**src/rtl/block_mover.sv**
```systemverilog
// Falling-piece controller: spawns a four-square shape, applies gravity and
// left/right moves against the occupancy array, and flags landing or top-out.
module block_mover #(
    parameter int unsigned SPAWN_X = 3,
    parameter int unsigned SPAWN_Y = 10
) (
    input  logic         Clk,
    input  logic         Reset_n,
    input  logic         gen_flag,
    input  logic         tick,
    input  logic         btn_left,
    input  logic         btn_right,
    input  logic         shape_sel_en,
    input  logic [1:0]   shape_sel,
    input  logic [119:0] arr,
    output logic [31:0]  block,
    output logic         bottom_flag,
    output logic         top_flag,
    output logic         active,
    output logic [1:0]   piece_id
);

    typedef enum logic [2:0] {
        S_IDLE,
        S_SPAWN,
        S_FALL,
        S_LANDED,
        S_DEAD
    } state_t;

    state_t      r_state, w_state_nxt;
    logic [7:0]  r_lfsr;
    logic [3:0]  r_ax, r_ay, w_ax, w_ay;
    logic [1:0]  r_shape, w_shape;
    logic [31:0] r_block, w_block;
    logic        r_bottom, r_top, r_active;
    logic        w_top;
    logic [1:0]  w_spawn_shape;
    logic [2:0]  w_width;
    logic        w_spawn_hit, w_down_hit, w_left_hit, w_right_hit;

    // {dx,dy} pairs for square1..square4, two bits each
    function automatic logic [15:0] f_offsets(input logic [1:0] shp);
        case (shp)
            2'd0:    return 16'b00_00_01_00_00_01_01_01;
            2'd1:    return 16'b00_00_01_00_10_00_11_00;
            2'd2:    return 16'b00_01_01_01_10_01_01_00;
            default: return 16'b00_00_01_00_01_01_10_01;
        endcase
    endfunction

    function automatic logic [2:0] f_width(input logic [1:0] shp);
        case (shp)
            2'd0:    return 3'd2;
            2'd1:    return 3'd4;
            default: return 3'd3;
        endcase
    endfunction

    function automatic logic [31:0] f_pack(input logic [1:0] shp,
                                           input logic [3:0] ax,
                                           input logic [3:0] ay);
        logic [31:0] blk;
        logic [15:0] o;
        blk = '0;
        for (int unsigned i = 0; i < 4; i++) begin
            o   = f_offsets(shp) << (4 * i);
            blk = {blk[23:0], ax + 4'(o[15:14]), ay + 4'(o[13:12])};
        end
        return blk;
    endfunction

    // Off-grid cells count as occupied so the moved piece can never wrap.
    function automatic logic f_blocked(input logic [119:0] a,
                                       input logic [31:0]  blk,
                                       input int           ddx,
                                       input int           ddy);
        logic        hit;
        logic [31:0] t;
        int          x, y;
        hit = 1'b0;
        for (int unsigned i = 0; i < 4; i++) begin
            t = blk << (8 * i);
            x = int'({28'd0, t[31:28]}) + ddx;
            y = int'({28'd0, t[27:24]}) + ddy;
            if (x < 0 || x > 9 || y < 0 || y > 11)
                hit = 1'b1;
            else
                hit = hit | a[7'(x * 12 + y)];
        end
        return hit;
    endfunction

    assign w_width       = f_width(r_shape);
    assign w_spawn_shape = shape_sel_en ? shape_sel : r_lfsr[1:0];
    assign w_spawn_hit   = f_blocked(arr, r_block, 0, 0);
    assign w_down_hit    = (r_ay == 4'd0) || f_blocked(arr, r_block, 0, -1);
    assign w_left_hit    = (r_ax == 4'd0) || f_blocked(arr, r_block, -1, 0);
    assign w_right_hit   = (({1'b0, r_ax} + {2'b0, w_width}) > 5'd9)
                           || f_blocked(arr, r_block, 1, 0);

    always_ff @(posedge Clk or negedge Reset_n) begin
        if (!Reset_n) begin
            r_state  <= S_IDLE;
            r_lfsr   <= 8'hA5;
            r_ax     <= '0;
            r_ay     <= '0;
            r_shape  <= '0;
            r_block  <= '0;
            r_bottom <= 1'b0;
            r_top    <= 1'b0;
            r_active <= 1'b0;
        end else begin
            r_state  <= w_state_nxt;
            r_lfsr   <= {r_lfsr[6:0], r_lfsr[7] ^ r_lfsr[5] ^ r_lfsr[4] ^ r_lfsr[3]};
            r_ax     <= w_ax;
            r_ay     <= w_ay;
            r_shape  <= w_shape;
            r_block  <= w_block;
            r_bottom <= (w_state_nxt == S_LANDED);
            r_top    <= w_top;
            r_active <= (w_state_nxt == S_FALL);
        end
    end

    always_comb begin
        w_state_nxt = r_state;
        case (r_state)
            S_IDLE, S_DEAD: if (gen_flag) w_state_nxt = S_SPAWN;
            S_SPAWN:        w_state_nxt = w_spawn_hit ? S_DEAD : S_FALL;
            S_FALL:         if (tick && w_down_hit) w_state_nxt = S_LANDED;
            S_LANDED:       w_state_nxt = S_IDLE;
            default:        w_state_nxt = S_IDLE;
        endcase
    end

    always_comb begin
        w_ax    = r_ax;
        w_ay    = r_ay;
        w_shape = r_shape;
        w_block = r_block;
        w_top   = r_top;
        case (r_state)
            S_IDLE, S_DEAD: begin
                if (gen_flag) begin
                    w_shape = w_spawn_shape;
                    w_ax    = 4'(SPAWN_X);
                    w_ay    = 4'(SPAWN_Y);
                    w_top   = 1'b0;
                    w_block = f_pack(w_spawn_shape, 4'(SPAWN_X), 4'(SPAWN_Y));
                end
            end
            S_SPAWN: begin
                if (w_spawn_hit) w_top = 1'b1;
            end
            S_FALL: begin
                // Gravity wins over buttons; opposing buttons cancel.
                if (tick) begin
                    if (!w_down_hit) begin
                        w_ay    = r_ay - 4'd1;
                        w_block = f_pack(r_shape, r_ax, r_ay - 4'd1);
                    end
                end else if (btn_left && !btn_right && !w_left_hit) begin
                    w_ax    = r_ax - 4'd1;
                    w_block = f_pack(r_shape, r_ax - 4'd1, r_ay);
                end else if (btn_right && !btn_left && !w_right_hit) begin
                    w_ax    = r_ax + 4'd1;
                    w_block = f_pack(r_shape, r_ax + 4'd1, r_ay);
                end
            end
            default: ;
        endcase
    end

    assign block       = r_block;
    assign bottom_flag = r_bottom;
    assign top_flag    = r_top;
    assign active      = r_active;
    assign piece_id    = r_shape;

endmodule

```
**config.mk**
```make
export PLATFORM = sky130hd
export DESIGN_NAME = block_mover
export DESIGN_NICKNAME = d
export VERILOG_FILES = /design/src/rtl/block_mover.sv
export SDC_FILE = /design/constraint.sdc
export NUM_CORES = 1
export LEC_CHECK = 0
export CORE_MARGIN = 1
export CORE_UTILIZATION = 56
export CTS_CLUSTER_DIAMETER = 30
export DETAILED_ROUTE_END_ITERATION = 7
export PLACE_DENSITY_LB_ADDON = 0.12
export SYNTH_ARGS = -nofsm -noshare
export SYNTH_HDL_FRONTEND = slang
export SYNTH_SLANG_ARGS = --single-unit
```
**constraint.sdc**
```tcl
create_clock -name Clk -period 6.4 [get_ports Clk]
set_clock_uncertainty 0.1 [all_clocks]
set_input_delay 0.96 -clock Clk [delete_from_list [all_inputs] [get_ports Clk]]
set_output_delay 0.96 -clock Clk [all_outputs]
set_load 0.1 [all_outputs]
```
==> results.json <==
{
  "powerDensity_nw_per_um2": 550,
  "fin_crit_sh_pct": 99.8,
  "final_cell_mix": "315 x mux4_2, 260 x buf_4, 164 x clkdlybuf4s50_1, 138 x nand2_1, 138 x ha_1",
  "cts_root_buf": "clkbuf_16",
  "antenna_left": 0,
  "grt_pass1_vias": 18049,
  "syn_to_final_growth_pct": 21.7,
  "crit_type": "reg2reg",
  "syn_nets": 2087,
  "timing.rr.start": "block[5]$_DFFE_PN0P_",
  "tightest_slew_ns": 1.13,
  "avgSynthCellArea_um2": 10.7,
  "endpoint_kind": "flop",
  "ys_warn_count": 0,
  "cp.required_ns": 6.53,
  "hold_class": "reg2reg",
  "synth_flop_cell": "dfrtp_1",
  "rows": 67,
  "clock.fmax_mhz": 157,
  "drive_above_1_share_pct": 35.8,
  "synthCells": 1776,
  "setup_viol": 0,
  "critPathLaunch": "block[5]$_DFFE_PN0P_",
  "die_h_um": 186,
  "htreeDepth": 2,
  "final_nets": 2389,
  "first_pass_iters": 6,
  "finalHoldViolations": 0,
  "drtIter0Drc": 2769,
  "place_congestion": 1.06,
  "clkTransAtPathRegs_ns": 0.08,
  "cp.arrival_ns": 6.52,
  "dpl.hpwl_mm": 61.4,
  "core_area_um2": 33400,
  "die_area_um2": 34700,
  "grt_max_degree": 53,
  "vias": 18688,
  "grt_antenna_before_repair": 3,
  "port_buffers": 165,
  "rsz0062_at_grt": "yes",
  "slew_headroom_pct": 24.5,
  "worstHoldStart": "r_lfsr[6]$_DFF_PN0_",
  "cts_made_buffers": 5,
  "wl_per_cell_um": 30.7,
  "irDropWorstVdd_mv": 0.608,
  "grtUsageTotal_pct": 45.3,
  "cp-start-kind": "flop",
  "insertion_delay_ns": 0.31,
  "cts-hold-fix-buffers": 0,
  "period_needed_ns": 6.39,
  "cts_buffer_depth": 2,
  "yosys_register_bits": 52,
  "boundaryPins": 166,
  "post_synth_num_cell_types": 90,
  "drc": 0,
  "crit_slowest_cell": "fa_1",
  "syn-cell-area_um2": 19000,
  "max_stage_delay_ns": 0.57,
  "crit_fanout": 6,
  "drv_slew": 0,
  "tritoncts": "done",
  "mostFrequentLayoutCell": "mux4_2",
  "die_x_um": 186,
  "grt_pass1_wl_mm": 114,
  "viasPerCell": 7.39,
  "initial_utilization_pct": 56.8,
  "clkSinkCount": 52,
  "wirelength_mm": 77.7,
  "synth-seq-area-share_pct": 6.88,
  "grt.overflow.total": 0,
  "p_leak_nw": 9.42,
  "post-route-util_pct": 69.1,
  "synth_edf_count": 0,
  "hold_slack_ns": 0.262,
  "max_cap_viol_count": 0,
  "status": "complete, no violations",
  "async_flop_share_pct": 100
}
cell families (layout without fill, tap and decap cells):
| logic type | after synthesis | in the layout | synth area share [%] |
|---|---|---|---|
| simple gates | 437 | 437 | 11.5 |
| flops | 52 | 52 | 6.88 |
| fa+ha+maj | 182 | 182 | 13.2 |
| xor+xnor | 131 | 131 | 6.33 |
| compound gates | 266 | 266 | 9.77 |
| other cells | 0 | 1 | 0 |
| mux | 480 | 480 | 46.4 |
| buf+inv | 228 | 531 | 5.90 |
through the flow:
stage	setup WS [ns]	setup TNS (ns)	power, W	std cells	instance area, um^2
4_1_cts	0.0112	0	0.0119	2516	22700
5_1_grt	-0.224	-0.468	0.0133	2527	23100
2_1_floorplan	-0.0875	-0.125	0.00809	1776	19200
3_5_place_dp	0.0290	0	0.0116	2508	22600
3_3_place_gp	0.100	0	0.0115	2508	22600
6_report	0.0136	0	0.0127	2528	23100
cells in the mapped netlist (17+ instances only):
master    number  area [um^2]
mux4_2       315         7090
ha_1         151         1890
nand2_1      138          518
mux2i_1      118         1180
inv_1         89          334
nor2_1        81          304
xnor2_1       74          648
clkbuf_1      57          214
a21oi_1       56          280
xor2_1        53          464
dfrtp_1       48         1200
mux2_2        40          450
o21ai_0       39          195
buf_2         34          170
nand3_1       34          170
nor3_1        33          165
fa_1          31          621
nor2b_1       29          181
a21o_1        21          158
nand2b_1      21          131
a22oi_1       20          150
buf_1         20         75.1
nand4_1       17          106
critical path: cells and delay by family, from the launching register on:
| family | cells | cell delay [ns] |
|---|---|---|
| adder cells (fa/ha/maj) | 6 | 2.01 |
| flip-flops | 1 | 0.43 |
| buffers and inverters | 6 | 0.69 |
| AO/OA/AOI/OAI | 6 | 0.89 |
| multiplexers | 1 | 0.11 |
| AND/OR/NAND/NOR | 7 | 1.28 |
| XOR/XNOR | 4 | 0.80 |
layer usage:
metal  wire [um]  up-vias  GRT usage, %
met5          26        -             0
met3       11000      350          12.5
met2       33200     1570          66.7
met4        5810        4          27.2
li1            -     7601             -
met1       27600     9163          59.6
state kept, by name, summed over array words and instances (netlist names):
signal	flops
piece_id	2
bottom_flag	1
r_state	3
r_lfsr	8
block	28
r_ay	4
active	1
top_flag	1
r_ax	4
layout make-up:
class	instances	area [um^2]
clock buffers	5	125
diodes	1	2.50
repair buffers	430	3690
well taps	448	561
multi-input cells	1496	17000
fillers	2577	10300
flip-flops and latches	52	1370
clock inverters	3	27.5
inverters	93	364
what timing repair did:
item | 4_1_cts | 5_1_grt
endpoints found under the setup margin | 0 | 4
gates resized for setup | 0 | 62
buffers inserted | 0 | 11
worst paths after layout:
check                                         to  cells past startpoint  slack [ns]
max in group asynchronous   block[9]$_DFFE_PN0P_                      2        4.97
max                        block[15]$_DFFE_PN0P_                     30        0.01
min                          r_lfsr[7]$_DFF_PN1_                      0        0.26
min in group asynchronous  bottom_flag$_DFF_PN0_                      2        0.69
max reg2reg                block[15]$_DFFE_PN0P_                     30        0.01
min reg2reg                  r_lfsr[7]$_DFF_PN1_                      0        0.26
power breakdown:
part	leakage (nW)	switching (W)	internal [W]
Clock	0.0719	0.000149	0.000149
Sequential	0.601	0.000174	0.000400
Combinational	8.75	0.00677	0.00508
Total	9.42	0.00709	0.00563
No activity file was read; power rests on OpenSTA's default activity.
